### config.mk
export PLATFORM = sky130hd
export DESIGN_NAME = fwd_operand_stage_flat
export DESIGN_NICKNAME = d
export VERILOG_FILES = /design/src/rtl/fwd_operand_stage_if.sv /design/src/rtl/fwd_operand_stage.sv /design/src/flat_wrapper.sv
export SDC_FILE = /design/constraint.sdc
export NUM_CORES = 1
export LEC_CHECK = 0
export CAP_MARGIN = 20
export CORE_MARGIN = 5
export CORE_UTILIZATION = 43
export DETAILED_ROUTE_END_ITERATION = 7
export PLACE_DENSITY_LB_ADDON = 0.1
export SLEW_MARGIN = 10
export SYNTH_ARGS = -nofsm -noshare
export SYNTH_HDL_FRONTEND = slang
export SYNTH_SLANG_ARGS = --single-unit
### constraint.sdc
create_clock -name clk -period 3.85 [get_ports clk]
set_clock_uncertainty 0.05 [all_clocks]
set_input_delay 0.9625 -clock clk [delete_from_list [all_inputs] [get_ports clk]]
set_output_delay 0.9625 -clock clk [all_outputs]
set_load 0.02 [all_outputs]
### src/rtl/fwd_operand_stage_if.sv
// Decode-to-execute bundle for the operand stage: upstream request,
// forwarding sources, downstream registered operands and stall status.
interface fwd_operand_stage_if #(
    parameter int WIDTH = 32,
    parameter int NSRC  = 3,
    parameter int CNTW  = 16
);
    logic                  up_valid;
    logic                  up_ready;
    logic [4:0]            rs_addr;
    logic [4:0]            rt_addr;
    logic [4:0]            rd_addr;
    logic [1:0]            dst_sel;
    logic [WIDTH-1:0]      rf_rs_data;
    logic [WIDTH-1:0]      rf_rt_data;
    logic [NSRC-1:0]       fwd_we;
    logic [NSRC*5-1:0]     fwd_addr;
    logic [NSRC*WIDTH-1:0] fwd_data;
    logic [NSRC-1:0]       fwd_rdy;
    logic                  flush;
    logic                  dn_valid;
    logic                  dn_ready;
    logic [WIDTH-1:0]      rs_val;
    logic [WIDTH-1:0]      rt_val;
    logic [4:0]            dst_addr;
    logic                  hazard;
    logic [CNTW-1:0]       stall_cnt;

    modport slave (
        input  up_valid, rs_addr, rt_addr, rd_addr, dst_sel,
        input  rf_rs_data, rf_rt_data,
        input  fwd_we, fwd_addr, fwd_data, fwd_rdy,
        input  flush, dn_ready,
        output up_ready, dn_valid, rs_val, rt_val, dst_addr, hazard, stall_cnt
    );

    modport master (
        output up_valid, rs_addr, rt_addr, rd_addr, dst_sel,
        output rf_rs_data, rf_rt_data,
        output fwd_we, fwd_addr, fwd_data, fwd_rdy,
        output flush, dn_ready,
        input  up_ready, dn_valid, rs_val, rt_val, dst_addr, hazard, stall_cnt
    );
endinterface

### src/rtl/fwd_operand_stage.sv
// Decode/execute operand stage: forwarding-aware operand and destination
// select, operand-not-ready hazard detection, and a 1-entry valid/ready register.
module fwd_operand_stage #(
    parameter int WIDTH = 32,
    parameter int NSRC  = 3,
    parameter int CNTW  = 16
) (
    input  logic                 clk,
    input  logic                 reset,
    fwd_operand_stage_if.slave   bus
);

    logic [WIDTH-1:0] rs_sel;
    logic [WIDTH-1:0] rt_sel;
    logic             rs_haz;
    logic             rt_haz;
    logic [4:0]       dst_sel_addr;
    logic             hazard;
    logic             up_ready;
    logic             transfer;

    logic             dn_valid_q;
    logic [WIDTH-1:0] rs_val_q;
    logic [WIDTH-1:0] rt_val_q;
    logic [4:0]       dst_addr_q;
    logic [CNTW-1:0]  stall_cnt_q;

    // Returns {hazard, value}. The nearest matching source wins outright; if it
    // is not ready we stall rather than fall back to an older producer.
    function automatic logic [WIDTH:0] pick_operand(
        input logic [4:0]            addr,
        input logic [WIDTH-1:0]      rf_data,
        input logic [NSRC-1:0]       we,
        input logic [NSRC*5-1:0]     faddr,
        input logic [NSRC*WIDTH-1:0] fdata,
        input logic [NSRC-1:0]       frdy
    );
        logic             found;
        logic [WIDTH:0]   res;
        found = 1'b0;
        res   = {1'b0, rf_data};
        if (addr == 5'd0) begin
            res = '0;
        end else begin
            for (int i = 0; i < NSRC; i++) begin
                if (!found && we[i] && (faddr[5*i +: 5] == addr)) begin
                    found = 1'b1;
                    if (frdy[i]) begin
                        res = {1'b0, fdata[WIDTH*i +: WIDTH]};
                    end else begin
                        res = {1'b1, {WIDTH{1'b0}}};
                    end
                end
            end
        end
        return res;
    endfunction

    always_comb begin
        {rs_haz, rs_sel} = pick_operand(bus.rs_addr, bus.rf_rs_data, bus.fwd_we,
                                        bus.fwd_addr, bus.fwd_data, bus.fwd_rdy);
        {rt_haz, rt_sel} = pick_operand(bus.rt_addr, bus.rf_rt_data, bus.fwd_we,
                                        bus.fwd_addr, bus.fwd_data, bus.fwd_rdy);
    end

    always_comb begin
        dst_sel_addr = 5'd0;
        case (bus.dst_sel)
            2'b00:   dst_sel_addr = bus.rt_addr;
            2'b01:   dst_sel_addr = bus.rd_addr;
            2'b10:   dst_sel_addr = 5'd31;
            default: dst_sel_addr = 5'd0;
        endcase
    end

    // Flush deliberately does not gate up_ready: a flushed transfer is consumed.
    assign hazard   = bus.up_valid && (rs_haz || rt_haz);
    assign up_ready = !hazard && (!dn_valid_q || bus.dn_ready);
    assign transfer = bus.up_valid && up_ready;

    always_ff @(posedge clk or negedge reset) begin
        if (!reset) begin
            dn_valid_q <= 1'b0;
            rs_val_q   <= '0;
            rt_val_q   <= '0;
            dst_addr_q <= 5'd0;
        end else if (bus.flush) begin
            dn_valid_q <= 1'b0;
            rs_val_q   <= '0;
            rt_val_q   <= '0;
            dst_addr_q <= 5'd0;
        end else if (transfer) begin
            dn_valid_q <= 1'b1;
            rs_val_q   <= rs_sel;
            rt_val_q   <= rt_sel;
            dst_addr_q <= dst_sel_addr;
        end else if (dn_valid_q && bus.dn_ready) begin
            dn_valid_q <= 1'b0;
        end
    end

    always_ff @(posedge clk or negedge reset) begin
        if (!reset) begin
            stall_cnt_q <= '0;
        end else if (hazard && (stall_cnt_q != {CNTW{1'b1}})) begin
            stall_cnt_q <= stall_cnt_q + CNTW'(1);
        end
    end

    assign bus.up_ready  = up_ready;
    assign bus.hazard    = hazard;
    assign bus.dn_valid  = dn_valid_q;
    assign bus.rs_val    = rs_val_q;
    assign bus.rt_val    = rt_val_q;
    assign bus.dst_addr  = dst_addr_q;
    assign bus.stall_cnt = stall_cnt_q;

endmodule

### src/flat_wrapper.sv
// flat-port wrapper written by rule: the top's interface ports become plain ports
module fwd_operand_stage_flat 
#(
    parameter int WIDTH = 32,
    parameter int NSRC  = 3,
    parameter int CNTW  = 16
)
  (clk, reset, bus_up_valid, bus_rs_addr, bus_rt_addr, bus_rd_addr, bus_dst_sel, bus_rf_rs_data, bus_rf_rt_data, bus_fwd_we, bus_fwd_addr, bus_fwd_data, bus_fwd_rdy, bus_flush, bus_dn_ready, bus_up_ready, bus_dn_valid, bus_rs_val, bus_rt_val, bus_dst_addr, bus_hazard, bus_stall_cnt);
  fwd_operand_stage_if #(.WIDTH(WIDTH), .NSRC(NSRC), .CNTW(CNTW)) bus_i ();
  input  logic clk;
  input  logic reset;
  input wire logic [$bits(bus_i.up_valid)-1:0] bus_up_valid;
  input wire logic [$bits(bus_i.rs_addr)-1:0] bus_rs_addr;
  input wire logic [$bits(bus_i.rt_addr)-1:0] bus_rt_addr;
  input wire logic [$bits(bus_i.rd_addr)-1:0] bus_rd_addr;
  input wire logic [$bits(bus_i.dst_sel)-1:0] bus_dst_sel;
  input wire logic [$bits(bus_i.rf_rs_data)-1:0] bus_rf_rs_data;
  input wire logic [$bits(bus_i.rf_rt_data)-1:0] bus_rf_rt_data;
  input wire logic [$bits(bus_i.fwd_we)-1:0] bus_fwd_we;
  input wire logic [$bits(bus_i.fwd_addr)-1:0] bus_fwd_addr;
  input wire logic [$bits(bus_i.fwd_data)-1:0] bus_fwd_data;
  input wire logic [$bits(bus_i.fwd_rdy)-1:0] bus_fwd_rdy;
  input wire logic [$bits(bus_i.flush)-1:0] bus_flush;
  input wire logic [$bits(bus_i.dn_ready)-1:0] bus_dn_ready;
  output wire logic [$bits(bus_i.up_ready)-1:0] bus_up_ready;
  output wire logic [$bits(bus_i.dn_valid)-1:0] bus_dn_valid;
  output wire logic [$bits(bus_i.rs_val)-1:0] bus_rs_val;
  output wire logic [$bits(bus_i.rt_val)-1:0] bus_rt_val;
  output wire logic [$bits(bus_i.dst_addr)-1:0] bus_dst_addr;
  output wire logic [$bits(bus_i.hazard)-1:0] bus_hazard;
  output wire logic [$bits(bus_i.stall_cnt)-1:0] bus_stall_cnt;
  assign bus_i.up_valid = bus_up_valid;
  assign bus_i.rs_addr = bus_rs_addr;
  assign bus_i.rt_addr = bus_rt_addr;
  assign bus_i.rd_addr = bus_rd_addr;
  assign bus_i.dst_sel = bus_dst_sel;
  assign bus_i.rf_rs_data = bus_rf_rs_data;
  assign bus_i.rf_rt_data = bus_rf_rt_data;
  assign bus_i.fwd_we = bus_fwd_we;
  assign bus_i.fwd_addr = bus_fwd_addr;
  assign bus_i.fwd_data = bus_fwd_data;
  assign bus_i.fwd_rdy = bus_fwd_rdy;
  assign bus_i.flush = bus_flush;
  assign bus_i.dn_ready = bus_dn_ready;
  assign bus_up_ready = bus_i.up_ready;
  assign bus_dn_valid = bus_i.dn_valid;
  assign bus_rs_val = bus_i.rs_val;
  assign bus_rt_val = bus_i.rt_val;
  assign bus_dst_addr = bus_i.dst_addr;
  assign bus_hazard = bus_i.hazard;
  assign bus_stall_cnt = bus_i.stall_cnt;
  fwd_operand_stage #(.WIDTH(WIDTH), .NSRC(NSRC), .CNTW(CNTW)) u_core (.clk(clk), .reset(reset), .bus(bus_i));
endmodule
==> metrics.log, run 1 <==
INFO  metric syn-instance-count = ~850
INFO  metric ys_warn_count = 0
INFO  metric max_slew_headroom = about two thirds
INFO  metric dr.first_iter.drc_count = between 600 and 700
INFO  metric dieWidth = about 130 um
INFO  metric routedWlPerCell = approximately 21 um
INFO  metric worst_min_delay_path_category = in -> async
INFO  metric holdWs = between 0.3 and 0.4 ns
INFO  metric io_buffer_count = 290
INFO  metric grt_max_degree = approximately 80
INFO  metric worst_setup_path_start_kind = primary input
INFO  metric synth_area = 6580 um2
INFO  metric outcome = complete, no violations
INFO  metric reg2reg_from = u_core.bus.stall_cnt[3]$_DFFE_PN0P_
INFO  metric ys_async_sr_fraction = 100%
INFO  metric worstMarginPinSlew = approximately 0.5 ns
INFO  metric syn2layout_area_growth = 53.3%
INFO  metric timing.rr.end = u_core.bus.stall_cnt[1]$_DFFE_PN0P_
INFO  metric clock_tree.root_cell = sky130_fd_sc_hd__clkbuf_16
INFO  metric antennaDiodeCount = 0
INFO  metric floorplan.die.height = ~130 um
INFO  metric dpl.hpwl = 18400 um
INFO  metric final-max-slew-violation-count = 0
INFO  metric peakVddDrop = between 0.0002 and 0.0003 V
INFO  metric fmax = around 0.26 GHz
INFO  metric number_of_antenna_violations_at_the_first_check_in_global_routing = 0
INFO  metric cellPowerDensity = roughly 290 nW/um2
INFO  metric grt_first_pass_wirelength = around 42000 um
INFO  metric drc_errors = 0
INFO  metric synth_area_per_cell = 7.73 um2
INFO  metric synth-seq-area-share = between 30% and 40%
INFO  metric post_synth_num_cell_types = 39
INFO  metric synth_flop_type = sky130_fd_sc_hd__dfrtp_1
INFO  metric worstPathMaxFanout = 3
INFO  metric finalHoldViolCount = 0
INFO  metric layout_cells_sized_above_1 = around 8.4%
INFO  metric clkLatencyLatePin = about 0.35 ns
INFO  metric place_inst = about 1300
INFO  metric worstSetupPathType = in -> out
INFO  metric clockBufferDepth = 2
INFO  metric cts_h_tree_lvls = 3
INFO  metric worst-r2r-cell-count = 6
INFO  metric worst-endpoint-arrival = roughly 2.8 ns
INFO  metric replace_congestion = 0.907
INFO  metric ys_seq_elements = 86
INFO  metric nNetsFinal = 1314
INFO  metric grt_remaining_overflow = 0
INFO  metric global_routing_met2_resource_utilization = a little under half
INFO  metric clkSlewWorstSetupHoldPaths = approximately 0.060 ns
INFO  metric drv.max_cap_violation_count = 0
INFO  metric placement.cell_area = ~9700 um2
INFO  metric cts_tree = yes
INFO  metric synth_enable_flop_cells = 0
INFO  metric globalRouteMet1Util = between 30% and 40%
INFO  metric finalSetupViolCount = 0
INFO  metric grt_use_met3 = about a tenth
INFO  metric grt_usage = around 30%
INFO  metric floorplan.initialDensity = between 40% and 50%
INFO  metric die_area = between 15000 and 20000 um2
INFO  metric placementRows = 45
INFO  metric fin_area = 10100 um2
INFO  metric route.detailed.vias_per_inst = 5.93
INFO  metric fin_crit = 3.80 ns
INFO  metric tot_pwr = about 3 mW
INFO  metric fin_util = roughly 67%
INFO  metric postRouteWirelength = approximately 27000 um
INFO  metric static-leakage-power = ~4.1 nW
INFO  metric grt_pass1_vias = ~7700
INFO  metric cp-end-kind = output port
INFO  metric clkSinkCount = 86
INFO  metric core_area = between 15000 and 20000 um2
INFO  metric cts_hold_buffers = 0
INFO  metric final_min_period_over_clock_period = a little under 100%
INFO  metric synth_fp_nets = approximately 1100
INFO  metric critical_path_required = approximately 2.8 ns
INFO  metric crit_start = bus_fwd_addr[2]
INFO  metric ports_placed_on_the_boundary = 291
INFO  metric number_of_nets_still_failing_antenna_checks_after_routing = 0
INFO  metric post_layout_nonfiller_instances = roughly 1300
INFO  metric dr.pass1.iters = 5
INFO  metric reg2reg_slack = roughly 1.7 ns
INFO  metric cts_made_buffers = 9
INFO  metric dr_total_vias = just under 8000
INFO  metric global_route.peak_usage_layer = met2
INFO  metric layout.filler_cells = around 1300
## cell usage after synthesis, types with 9 or more instances
cell type                  number  area share, %
sky130_fd_sc_hd__xor2_1        21            2.8
sky130_fd_sc_hd__xnor2_1       23            3.1
sky130_fd_sc_hd__a21oi_1      130            9.9
sky130_fd_sc_hd__nand3b_1      65            7.4
sky130_fd_sc_hd__nor2_1        86            4.9
sky130_fd_sc_hd__a32oi_1       64            8.5
sky130_fd_sc_hd__clkbuf_1      66            3.8
sky130_fd_sc_hd__o31ai_1       64            7.3
sky130_fd_sc_hd__dfrtp_1       86             33
sky130_fd_sc_hd__nand3_1       15            1.1
sky130_fd_sc_hd__buf_2          9           0.68
sky130_fd_sc_hd__nand2_1      143            8.2
## sequential cells by signal (all words and copies together) (netlist names)
signal and flops:
u_core.bus.stall_cnt 16, u_core.bus.dst_addr 5, u_core.bus.dn_valid 1, u_core.bus.rs_val 32
u_core.bus.rt_val 32
## power by group
part | switching [mW] | total [mW] | internal, mW | leakage (nW)
logic | 0.486 | 0.959 | 0.473 | 2.74
registers | 0.0486 | 1.02 | 0.976 | 1.16
clock network | 0.383 | 0.954 | 0.571 | 0.156
## worst max-delay path, stage by stage
cell and delay (ns):
sky130_fd_sc_hd__clkdlybuf4s50_1 0.44, sky130_fd_sc_hd__buf_4 0.16, sky130_fd_sc_hd__xnor2_1 0.28, sky130_fd_sc_hd__and4_1 0.28, sky130_fd_sc_hd__a311oi_2 0.06, sky130_fd_sc_hd__o22ai_2 0.20, sky130_fd_sc_hd__and2_1 0.20, sky130_fd_sc_hd__nor2b_1 0.06
sky130_fd_sc_hd__buf_4 0.15
## layout by cell type, fill, tap and decap left out, types with 4 or more instances in the layout
cell type,n
sky130_fd_sc_hd__o21ai_0,5
sky130_fd_sc_hd__a32oi_1,64
sky130_fd_sc_hd__nand3b_1,65
sky130_fd_sc_hd__mux2i_1,5
sky130_fd_sc_hd__o31ai_1,64
sky130_fd_sc_hd__nand2_1,143
sky130_fd_sc_hd__xor2_1,16
sky130_fd_sc_hd__xor2_2,5
sky130_fd_sc_hd__nand3_1,14
sky130_fd_sc_hd__and3_1,7
sky130_fd_sc_hd__buf_4,47
sky130_fd_sc_hd__xnor2_1,23
sky130_fd_sc_hd__nand4_1,8
sky130_fd_sc_hd__buf_12,4
sky130_fd_sc_hd__nor2_1,85
sky130_fd_sc_hd__dfrtp_1,86
sky130_fd_sc_hd__nor3_2,4
sky130_fd_sc_hd__a21oi_1,130
sky130_fd_sc_hd__and2_1,4
sky130_fd_sc_hd__dlygate4sd2_1,13
sky130_fd_sc_hd__clkbuf_16,9
sky130_fd_sc_hd__dlymetal6s2s_1,5
sky130_fd_sc_hd__clkdlybuf4s50_1,267
## cell type report
| type | count | area [um2] | area share [%] |
|---|---|---|---|
| Timing Repair Buffer | 339 | 3300 | 32.7 |
| Inverter | 1 | 3.75 | 0.0372 |
| Sequential cell | 86 | 2150 | 21.3 |
| Multi-Input combinational cell | 673 | 4080 | 40.4 |
| Tap cell | 188 | 235 | 2.33 |
| Clock buffer | 9 | 225 | 2.23 |
| Clock inverter | 7 | 98.8 | 0.980 |
## metrics by stage
step / setup WS, ns / TNS, ns
2_1_floorplan: 0.0662 / 0
3_3_place_gp: -0.552 / -1.10
3_5_place_dp: -0.605 / -1.20
4_1_cts: 0.00141 / 0
5_1_grt: -0.0327 / -0.0327
6_report: 0.0510 / 0
## cell families (layout without fill, tap and decap cells)
logic type	Yosys count	after routing	synth area share [%]
adders and majority gates	1	1	0.190
DFF	86	86	32.7
muxes	6	6	0.931
and+or+nand+nor	352	352	26.2
buffers and inverters	93	356	6.61
xor gates and xnor gates	44	44	5.85
AOI/OAI and AO/OA	270	270	27.5
## how the worst max path moves through the flow
| stage | endpoint | slack, ns |
|---|---|---|
| 3_3_place_gp | bus_hazard | -0.55 |
| 2_1_floorplan | bus_up_ready | 0.07 |
| 4_1_cts | bus_up_ready | 0.001 |
| 5_1_grt | bus_up_ready | -0.03 |
| 3_5_place_dp | bus_up_ready | -0.60 |
| 6_report | bus_up_ready | 0.05 |
## routing by layer
layer | up-vias | wire [um]
met5 | - | 0
met4 | 0 | 841
met3 | 55 | 2760
met2 | 382 | 13000
met1 | 3682 | 10900
li1 | 3610 | -
## timing repair
item,in CTS,in global routing
setup buffers,1,1
cloned,0,0
resized for setup,26,16
pin swaps,8,9
setup endpoints to repair,2,2
No activity file was read; power rests on OpenSTA's default activity.
==> inputs of run 2 (changes only) <==
--- a/config.mk
+++ b/config.mk
@@ -8,6 +8,7 @@
 export CAP_MARGIN = 20
 export CORE_MARGIN = 5
 export CORE_UTILIZATION = 43
+export CTS_CLUSTER_DIAMETER = 80
 export DETAILED_ROUTE_END_ITERATION = 7
 export PLACE_DENSITY_LB_ADDON = 0.1
 export SLEW_MARGIN = 10
==> constraint.sdc (replaced) <==
create_clock -name clk -period 3.85 [get_ports clk]
set_clock_uncertainty 0.05 [all_clocks]
set_input_delay 0.77 -clock clk [delete_from_list [all_inputs] [get_ports clk]]
set_output_delay 0.77 -clock clk [all_outputs]
set_load 0.02 [all_outputs]
==> metrics.log, run 2 (synthesized netlist as in run 1, its figures left out) <==
INFO  metric outcome = complete, no violations
INFO  metric place_inst = 1279 (-0.47%)
INFO  metric route.detailed.vias_per_inst = 5.90 (-0.57%)
INFO  metric syn2layout_area_growth = 51.3%
INFO  metric worst_min_delay_path_category = in -> async
INFO  metric ports_placed_on_the_boundary = 291 (unchanged)
INFO  metric nNetsFinal = 1306 (-0.61%)
INFO  metric dr.first_iter.drc_count = 656 (-3.0%)
INFO  metric post_layout_nonfiller_instances = 1295 (-0.61%)
INFO  metric worst-endpoint-arrival = 2.90 ns (+0.11 ns)
INFO  metric die_area = 17900 um2 (unchanged)
INFO  metric clock_tree.root_cell = sky130_fd_sc_hd__clkbuf_16
INFO  metric postRouteWirelength = 27400 um (-0.27%)
INFO  metric grt_first_pass_wirelength = 42200 um (-0.24%)
INFO  metric fin_util = 66.0% (-0.87 points)
INFO  metric grt_usage = 29.6% (about the same)
INFO  metric worstMarginPinSlew = 0.879 ns (+0.394 ns)
INFO  metric dr.pass1.iters = 5 (unchanged)
INFO  metric critical_path_required = 3.03 ns (+0.19 ns)
INFO  metric drc_errors = 0 (unchanged)
INFO  metric placementRows = 45 (unchanged)
INFO  metric worst_setup_path_start_kind = primary input
INFO  metric layout_cells_sized_above_1 = 6.68% (-1.7 points)
INFO  metric fmax = 0.269 GHz (+2.1%)
INFO  metric io_buffer_count = 290 (unchanged)
INFO  metric worstSetupPathType = in -> out
INFO  metric cts_tree = yes
INFO  metric cts_hold_buffers = 0 (unchanged)
INFO  metric cellPowerDensity = 296 nW/um2 (+1.6%)
INFO  metric holdWs = 0.278 ns (-0.0941 ns)
INFO  metric grt_max_degree = 86 (+4.9%)
INFO  metric cts_made_buffers = 9 (unchanged)
INFO  metric postCtsSetupRepairBufs = 0 (-1)
INFO  metric routedWlPerCell = 21.2 um (+0.34%)
INFO  metric layout_common_cells = 286 x sky130_fd_sc_hd__clkdlybuf4s50_1, 143 x sky130_fd_sc_hd__nand2_1, 130 x sky130_fd_sc_hd__a21oi_1, 86 x sky130_fd_sc_hd__nor2_1, 86 x sky130_fd_sc_hd__dfrtp_1
INFO  metric finalHoldViolCount = 0 (unchanged)
INFO  metric floorplan.die.height = 134 um (unchanged)
INFO  metric timing.critical_path.cells = clkdlybuf4s50_1 > buf_4 > xnor2_1 > nand3_1 > nor3_4 > a311oi_4 > o22ai_2 > and2_1 > dlygate4sd2_1
INFO  metric cts_h_tree_lvls = 3 (unchanged)
INFO  metric critical_path.slowest_cell = sky130_fd_sc_hd__clkdlybuf4s50_1
INFO  metric replace_congestion = 0.911 (+0.42%)
INFO  metric reg2reg_slack = 1.69 ns (-0.04 ns)
INFO  metric pre_cts_ws = -0.285 ns (+0.320 ns)
INFO  metric clkLatencyLatePin = 0.34 ns (about the same)
INFO  metric clkSinkCount = 86 (unchanged)
INFO  metric grt_remaining_overflow = 0 (unchanged)
INFO  metric drv.max_cap_violation_count = 0 (unchanged)
INFO  metric worstPathMaxFanout = 3 (unchanged)
INFO  metric cp-end-kind = output port
INFO  metric fin_crit = 3.72 ns (-0.0797 ns)
INFO  metric layout.filler_cells = 1341 (+0.45%)
INFO  metric number_of_nets_still_failing_antenna_checks_after_routing = 0 (unchanged)
INFO  metric floorplan.initialDensity = 43.6% (unchanged)
INFO  metric clkSlewWorstSetupHoldPaths = 0.06 ns (about the same)
INFO  metric dpl.hpwl = 18400 um (-0.11%)
INFO  metric number_of_antenna_violations_at_the_first_check_in_global_routing = 0 (unchanged)
INFO  metric final-max-slew-violation-count = 0 (unchanged)
INFO  metric finalSetupViolCount = 0 (unchanged)
INFO  metric antennaDiodeCount = 0 (unchanged)
INFO  metric peakVddDrop = 0.000241 V (-6.1%)
INFO  metric final_min_period_over_clock_period = 96.6% (-2.1 points)
INFO  metric dieWidth = 134 um (unchanged)
INFO  metric clockBufferDepth = 2 (unchanged)
INFO  metric cpPeakStageDelay = 0.59 ns (+0.15 ns)
INFO  metric postLayoutSetupSlackWorst = 0.131 ns (+0.0797 ns)
INFO  metric dr_total_vias = 7638 (-1.2%)
INFO  metric rsz0062_at_grt = no
INFO  metric core_area = 15100 um2 (unchanged)
INFO  metric max_slew_headroom = 41.4% (-26 points)
INFO  metric static-leakage-power = 3.94 nW (-2.9%)
INFO  metric grt_pass1_vias = 7691 (-0.49%)
INFO  metric final_common_cell = sky130_fd_sc_hd__clkdlybuf4s50_1
run 2: path summary, 6_finish.rpt:
check | start | end | depth (start not counted)
min in group clk | u_core.bus.stall_cnt[15]$_DFFE_PN0P_ | u_core.bus.stall_cnt[15]$_DFFE_PN0P_ | 1
worst min-delay path | reset | u_core.bus.rt_val[3]$_DFFE_PN0P_ | 1
worst max register to register | u_core.bus.stall_cnt[3]$_DFFE_PN0P_ | u_core.bus.stall_cnt[1]$_DFFE_PN0P_ | 6
worst min register to register | u_core.bus.stall_cnt[15]$_DFFE_PN0P_ | u_core.bus.stall_cnt[15]$_DFFE_PN0P_ | 1
max in group asynchronous | reset | u_core.bus.stall_cnt[15]$_DFFE_PN0P_ | 2
worst max-delay path | bus_rs_addr[3] | bus_hazard | 9
run 2: final cells by class:
class	count	area, um2	area share (%)
clock buffers	11	253	2.54
multi-input cells	673	4020	40.4
flip-flops and latches	86	2150	21.6
well taps	188	235	2.36
clock inverters	5	81.3	0.817
inverters	1	3.75	0.0377
repair buffers	331	3210	32.2
run 2: metrics by stage:
stage	instance area [um2]	power, mW	setup TNS (ns)
2_1_floorplan	6580	1.48	0
3_3_place_gp	9620	1.97	-0.390
3_5_place_dp	9620	1.99	-0.484
4_1_cts	9960	2.97	0
5_1_grt	9960	3.09	0
6_report	9960	2.94	0
run 2: repair_timing:
| item | 4_1_cts | 5_1_grt |
|---|---|---|
| resized for setup | 4 | 1 |
| cloned | 0 | 0 |
| endpoints found under the setup margin | 2 | 1 |
run 2: critical path: cells and delay by family:
kind	cells	cell delay (ns)
AOI/OAI and AO/OA	2	0.30
xor gates and xnor gates	1	0.10
buffers and inverters	3	1.10
and+or+nand+nor	3	0.62
run 2: layer usage:
layer / global-route usage [%] / share of wire [%]
met5: 0 / 0
met3: 9.48 / 10
met4: 12.8 / 3.5
met2: 47.7 / 46
met1: 36.5 / 40
run 2: report_power, final:
| part | switching, mW | internal, mW |
|---|---|---|
| Combinational | 0.481 | 0.468 |
| Clock | 0.366 | 0.604 |
| Sequential | 0.0497 | 0.976 |
| Total | 0.897 | 2.05 |
